`config.mk`:
```
export PLATFORM = sky130hd
export DESIGN_NAME = softmax_axis_feeder
export DESIGN_NICKNAME = d
export VERILOG_FILES = /design/src/rtl/softmax_axis_feeder.sv
export SDC_FILE = /design/constraint.sdc
export NUM_CORES = 1
export LEC_CHECK = 0
export CORE_MARGIN = 10
export CORE_UTILIZATION = 60
export CTS_CLUSTER_SIZE = 10
export DETAILED_ROUTE_END_ITERATION = 8
export PLACE_DENSITY = 0.81
export SLEW_MARGIN = 10
export SYNTH_ARGS = -nofsm -noshare
export SYNTH_HDL_FRONTEND = slang
export SYNTH_SLANG_ARGS = --single-unit
```
`constraint.sdc`:
```
create_clock -name axi_clock_i -period 4.67 [get_ports axi_clock_i]
set_input_delay 0.934 -clock axi_clock_i [delete_from_list [all_inputs] [get_ports axi_clock_i]]
set_output_delay 0.934 -clock axi_clock_i [all_outputs]
set_load 0.05 [all_outputs]
```
`src/rtl/softmax_axis_feeder.sv`:
```
// softmax_axis_feeder
//   On-chip AXI4-Stream source for softmax_top_16 bring-up. A host write port
//   fills a DEPTH-entry word buffer. A start request then streams the first
//   len_i words as one frame and flags the final beat with m_axis_last_o.
//
// Ports
//   axi_clock_i     : stream and register clock
//   axi_reset_n_i   : asynchronous active-low reset
//   wr_en_i         : buffer write strobe (honoured only outside SEND)
//   wr_addr_i       : buffer write address (addresses >= DEPTH ignored)
//   wr_data_i       : buffer write data
//   start_i         : start-frame request, sampled in IDLE
//   len_i           : frame length, 1..DEPTH
//   busy_o          : high while a frame is in flight
//   done_o          : one-cycle pulse after the final beat is accepted
//   err_o           : one-cycle pulse when a start is rejected for bad length
//   m_axis_valid_o  : stream valid
//   m_axis_data_o   : stream data
//   m_axis_last_o   : final beat of the frame
//   m_axis_ready_i  : downstream ready
//   repeat_i        : (FEEDER_REPEAT_EN only) restart the frame back-to-back
//
// Build option
//   FEEDER_REPEAT_EN : when defined, adds repeat_i. A final beat accepted
//                      while repeat_i is high restarts at buf[0] with no
//                      bubble and no done_o pulse.

module softmax_axis_feeder #(
  parameter int DATA_SIZE = 16,
  parameter int DEPTH     = 16,
  parameter int ADDR_W    = 4
) (
  input  logic                   axi_clock_i,
  input  logic                   axi_reset_n_i,
  input  logic                   wr_en_i,
  input  logic [ADDR_W-1:0]      wr_addr_i,
  input  logic [2*DATA_SIZE-1:0] wr_data_i,
  input  logic                   start_i,
  input  logic [ADDR_W:0]        len_i,
  output logic                   busy_o,
  output logic                   done_o,
  output logic                   err_o,
  output logic                   m_axis_valid_o,
  output logic [2*DATA_SIZE-1:0] m_axis_data_o,
  output logic                   m_axis_last_o,
`ifdef FEEDER_REPEAT_EN
  input  logic                   repeat_i,
`endif
  input  logic                   m_axis_ready_i
);

  localparam int WORD_W = 2 * DATA_SIZE;
  localparam int LEN_W  = ADDR_W + 1;
  localparam logic [LEN_W-1:0] DEPTH_L = LEN_W'(DEPTH);
  localparam logic [LEN_W-1:0] ONE_L   = LEN_W'(1);

  typedef enum logic [1:0] {
    IDLE = 2'd0,
    SEND = 2'd1,
    DONE = 2'd2
  } state_t;

  state_t             state;
  logic [WORD_W-1:0]  mem [DEPTH];
  logic [LEN_W-1:0]   idx_p1;
  logic [LEN_W-1:0]   len_p1;
  logic [LEN_W-1:0]   idx_nxt;
  logic               vld_p1;
  logic [WORD_W-1:0]  data_p1;
  logic               last_p1;
  logic               busy_p1;
  logic               done_p1;
  logic               err_p1;
  logic               wr_ok;
  logic               len_ok;
  logic               final_beat;
  logic               handshake;
  logic               rep;

`ifdef FEEDER_REPEAT_EN
  assign rep = repeat_i;
`else
  assign rep = 1'b0;
`endif

  // Writes are locked out during SEND so the word on the bus cannot change
  // underneath a stalled beat.
  assign wr_ok      = wr_en_i && (state != SEND) && ({1'b0, wr_addr_i} < DEPTH_L);
  assign len_ok     = (len_i != '0) && (len_i <= DEPTH_L);
  assign idx_nxt    = idx_p1 + ONE_L;
  assign final_beat = (idx_p1 == (len_p1 - ONE_L));
  assign handshake  = vld_p1 && m_axis_ready_i;

  // Buffer: deliberately not reset, contents survive a reset.
  always_ff @(posedge axi_clock_i) begin
    if (wr_ok) begin
      mem[wr_addr_i] <= wr_data_i;
    end
  end

  // Control FSM and registered stream outputs (p1 = output register stage)
  always_ff @(posedge axi_clock_i or negedge axi_reset_n_i) begin
    if (!axi_reset_n_i) begin
      state   <= IDLE;
      vld_p1  <= 1'b0;
      data_p1 <= '0;
      last_p1 <= 1'b0;
      busy_p1 <= 1'b0;
      done_p1 <= 1'b0;
      err_p1  <= 1'b0;
      idx_p1  <= '0;
      len_p1  <= '0;
    end else begin
      done_p1 <= 1'b0;
      err_p1  <= 1'b0;
      case (state)
        IDLE: begin
          if (start_i) begin
            if (len_ok) begin
              len_p1  <= len_i;
              idx_p1  <= '0;
              vld_p1  <= 1'b1;
              data_p1 <= mem[0];
              last_p1 <= (len_i == ONE_L);
              busy_p1 <= 1'b1;
              state   <= SEND;
            end else begin
              err_p1 <= 1'b1;
            end
          end
        end
        SEND: begin
          if (handshake) begin
            if (final_beat) begin
              if (rep) begin
                // Back-to-back restart: valid stays high, same latched length.
                idx_p1  <= '0;
                data_p1 <= mem[0];
                last_p1 <= (len_p1 == ONE_L);
              end else begin
                vld_p1  <= 1'b0;
                data_p1 <= '0;
                last_p1 <= 1'b0;
                busy_p1 <= 1'b0;
                done_p1 <= 1'b1;
                state   <= DONE;
              end
            end else begin
              idx_p1  <= idx_nxt;
              data_p1 <= mem[idx_nxt[ADDR_W-1:0]];
              last_p1 <= (idx_nxt == (len_p1 - ONE_L));
            end
          end
        end
        DONE: begin
          state <= IDLE;
        end
        default: begin
          state <= IDLE;
        end
      endcase
    end
  end

  assign m_axis_valid_o = vld_p1;
  assign m_axis_data_o  = data_p1;
  assign m_axis_last_o  = last_p1;
  assign busy_o         = busy_p1;
  assign done_o         = done_p1;
  assign err_o          = err_p1;

endmodule

```
* Word-level counts from Yosys, hierarchy flattened
Memory sizes are Yosys's and may differ from the RTL's.
Cells that the tools add are included.
** Word-level totals
- Register bits :: 48
- Bits in writable memories :: 512
- Input port bits :: 46
- Output and inout port bits :: 37
- Word-level logic and storage cells :: 66
- Memories :: 1
** Memories
- mem :: words 16, width 32, read ports 2, clocked after Yosys merged registers in 0, write ports 1, RTL line 64 : logic [WORD_W-1:0] mem [DEPTH];
** Cells by class
- Add/subtract/negate cells :: 2
- Magnitude comparators :: 1
- Equality and inequality tests :: 10
- Muxes and demuxes :: 33
- Reductions and logical operators :: 11
** Operators with widths (number)
- 32-bit 2-to-1 mux :: 4
- 32-bit one-hot mux with 2 select lines :: 1
- 5-bit 2-to-1 mux :: 4
- 1-bit 2-to-1 mux :: 16
- 5-bit == test :: 2
- 2-bit inequality test (second input constant) :: 5
- 5-bit one-hot mux with 2 select lines :: 1
- 5-bit AND reduction :: 2
- 2-bit 2-to-1 mux :: 4
- 4-bit AND reduction :: 2
- 5-bit by 1-bit adder with 5-bit output (second input constant) :: 1
- 5-bit by 1-bit == test with 1-bit output (second input constant) :: 1
- 5-bit less-or-equal comparator (second input constant) :: 1
- 5-bit nonzero test :: 1
- 5-bit by 1-bit subtractor with 5-bit output (second input constant) :: 1
- 1-bit one-hot mux with 2 select lines :: 2
- 2-bit one-hot mux with 2 select lines :: 1
- 1-bit logical AND :: 3
- 3-bit AND reduction :: 1
- 2-bit by 1-bit == test with 1-bit output (second input constant) :: 1
- 2-bit logical NOT :: 1
- 2-bit by 1-bit inequality test with 1-bit output (second input constant) :: 1
- 2-bit nonzero test :: 1

* Depth between registers and ports, before layout
- Depth after elaboration :: 5
- Depth in mapped cells :: 10
- Depth with buffers taken out :: 8

* Least setup slack after synthesis
Ideal clock, no wire load.
- Path kind :: input to register
- From :: input wr_addr_i[1]
- To :: memory mem[0][0] (netlist bit), enable pin
- Library setup time :: 461 ps
- Arrival :: 3745 ps
- Setup slack :: 464 ps
- Stages on the path :: 2
- Cell sequence :: or4b_1 -> nor3_1
** RTL lines
- from (decl) :: RTL line 36 : input logic [ADDR_W-1:0] wr_addr_i,
- to (decl) :: RTL line 64
No word-level cell before the write port.

==> metrics.md <==
| Metric | Value |
|---|---|
| Final TNS setup | 0 ns |
| Met3 WL | between 4 and 5 mm |
| Fmax | 341 MHz |
| Max incr delay on CP | 0.88 ns |
| FP Rows | 69 |
| Post-CTS sizing | 0 |
| Synth warn | 0 |
| Num CTS Buffers | 61 |
| R2R setup slack | 1.76 ns |
| Outcome | finished clean |
| Global-route wire length before repair | between 70 and 80 mm |
| CTS tree | built |
| Placed Area | around 23,000 um2 |
| Slowest CP cell | clkdlybuf4s50_1 |
| Vias | about 11,000 |
| Overflow after GRT | 0 |
| Critical R2R Launch | idx_p1[0] |
| Port bufs | 82 |
| Slew @ Worst Pin | roughly 0.86 ns |
| Vias in the first global route | 11,700 |
| DR vias/cell | between 6 and 7 |
| Clock transition at the registers of the reported paths | around 0.060 ns |
| Pleak | around 8.1 nW |
| MaxCap Viol Count | 0 |
| Num ports | 83 |
| Met2 WL | ~25 mm |
| Core area | about 36,000 um2 |
| Worst Clk Skew | 0.0171 ns |
| Fin crit period | slightly below 3 ns |
| Largest net degree at the start of global routing | 97 |
| Cell Pwr Density | between 600 and 700 nW/um2 |
| WP data required | 3.74 ns |
| # H-tree levels | 2 |
| Cell Chain, Critical Path | clkdlybuf4s50_1 |
| Die Footprint | between 40,000 and 50,000 um2 |
| Longest Clk Path Bufs | 3 |
| Max Used Layer | met4 |
| Slew Viols, Final | 0 |
| Post-route DRC | 0 |
| Worst setup SP type | flip-flop |
| Die span in y | about 210 um |
| Period utilization | a little over three fifths |
| P&R area growth vs syn | 15.0% |
| Starting DRT DRC Count | roughly 1,300 |
| Number of setup violations in the final report | 0 |
| Worst slew margin | a little over two fifths |
| Syn Area/Cell | between 20 and 25 um2 |
| Worst path bufs/invs | 1 |
| Mapped Nets | around 1,100 |
| Yosys top cell by area | edfxtp_1 |
| Clock sink count | 560 |
| Average wire per standard cell | 28.9 um |
| Mapped Cells | 1,054 |
| Ranking of synthesized cells by area | edfxtp_1 70%, mux4_2 14%, dfrtp_1 5.5% |
| Arrival time worst endpoint | between 1.5 and 2 ns |
| Async set-reset flop share out of synthesis | under 10% |
| Final WL | between 40 and 50 mm |
| Crit-path max FO | 7 |
| Pwr Total | between 0.015 and 0.02 W |
| Crit path capture type | output port |
| Peak supply drop | between 0.8 and 0.9 mV |
| Crit path kind | reg -> out |
| Ys flop type | edfxtp_1 |
| Fraction of layout cells with a size suffix above 1 | around 22% |
| Total Nets Final | 1,225 |
| Hold Buf Count CTS | 0 |
| Initial antenna violation count | 1 |
| Worst r2r dst | m_axis_data_o[12] |
| Postcts setup bufs | 0 |
| Routability Congestion | 0.793 |
| Final HPWL DP | 26.3 mm |
| Endpoints failing hold | 0 |
| DRT met1 WL | ~19 mm |
| Root buf cell | clkbuf_16 |
| Final ANT Viol Nets | 0 |
| GR Util All Layers | between 20 and 25% |
| Worst-Skew Late Latency | roughly 0.6 ns |
| Number of flops mapped to enable cells by yosys | around 510 |
| Initial core utilization | between 60% and 70% |
| Number of synthesized register bits | 560 |
| Seq/Total Area, Yosys | around 76% |
| Top-area cell type share of the netlist area | 70.2% |
| Setup repair after global routing missed its margin | false |
| Min-Delay Path Class | in -> async |
| Post-route cell area | about 25,000 um2 |
| Post-Syn Area | roughly 22,000 um2 |
| Die Width | 211 um |
| CP top delay family | buffers and inverters |
| DR pass1 iterations | 5 |
| Synth unique cells | between 50 and 60 |
| Reg2Reg Depth | 8 |
[synthesized netlist by cell type, types with 23 or more instances]
cell type / n
mux2i_1: 24
mux4_2: 137
edfxtp_1: 512
nor2_1: 41
a211oi_1: 23
dfrtp_1: 48
nand2_1: 29
a21oi_1: 26
nor2b_1: 24
clkbuf_1: 27
nand3_1: 28
a22oi_1: 23
[power breakdown]
group / leakage (nW) / internal, W / switching [W]
Clock: 0.827 / 0.00245 / 0.00181
Sequential: 5.18 / 0.00574 / 0.000225
Combinational: 2.12 / 0.00255 / 0.00325
[routing by layer]
layer	track usage (%)	vias to the layer above
met5	0	-
met4	8.49	0
met3	3.58	82
met2	36.3	600
met1	30.1	5806
li1	-	4610
[final cells by class]
| class | count | area, um2 |
|---|---|---|
| well taps | 461 | 577 |
| clock buffers | 109 | 1710 |
| clock inverters | 3 | 37.5 |
| flip-flops and latches | 560 | 16600 |
| multi-input cells | 425 | 5110 |
| fillers | 2045 | 10600 |
| inverters | 9 | 33.8 |
| repair buffers | 120 | 1150 |
| diodes | 1 | 2.50 |
[flip-flops by register name (all words and copies together) (netlist names)]
signal	count
idx_p1	5
done_o	1
mem	512
m_axis_last_o	1
err_o	1
state	2
m_axis_data_o	32
len_p1	5
busy_o	1
[kinds of logic after synthesis]
group	after synthesis	synth area share, %
compound gates	98	3.22
xor+xnor	16	0.725
buf+inv	69	1.65
fa+ha+maj	2	0.114
simple gates	146	3.33
flops	560	75.7
mux	163	15.3
[worst max path at each step]
stage	cells past startpoint	start	endpoint	slack, ns
2_1_floorplan	2	wr_addr_i[1]	mem[0][0]	0.46
3_3_place_gp	4	wr_addr_i[1]	mem[4][24]	1.35
3_5_place_dp	8	len_i[0]	m_axis_last_o	1.27
4_1_cts	8	idx_p1[0]	m_axis_data_o[26]	1.70
5_1_grt	8	idx_p1[0]	m_axis_data_o[23]	1.60
6_report	1	busy_o	m_axis_valid_o	1.74
[cells in the final DEF, fill, tap and decap left out, types with 2 or more instances in the layout]
cell type and instances:
mux2i_1 24, nand3_1 28, a211oi_1 23, edfxtp_1 512, nor2b_1 23, o22ai_1 3
buf_12 4, a22oi_1 23, buf_4 34, mux4_2 137, clkbuf_16 61, o211ai_1 2
xor2_1 7, a31oi_1 2, nor3_1 2, dfrtp_1 47, clkbuf_1 48, nor2_4 12
inv_1 8, nand2_1 29, nand4b_1 2, o21ai_1 2, a221oi_1 6, o21ai_0 2
a21oi_1 26, nor3_2 5, xnor2_1 7, nor2_1 29, nand4_1 2, a221oi_2 3
nand2b_1 4, inv_6 2, mux2_1 2, clkdlybuf4s50_1 81
[per-stage QoR]
step | instances | utilization [%] | hold WS [ns] | setup slack (ns)
floorplan | 1054 | - | 0.435 | 0.464
global placement | 1575 | 65.5 | 0.455 | 1.35
detailed placement | 1575 | 65.5 | 0.458 | 1.27
CTS | 1687 | 70.3 | 0.347 | 1.70
global route | 1688 | 70.3 | 0.382 | 1.60
finish | 1688 | 70.3 | 0.351 | 1.74
(Power assumes the default switching activity.)
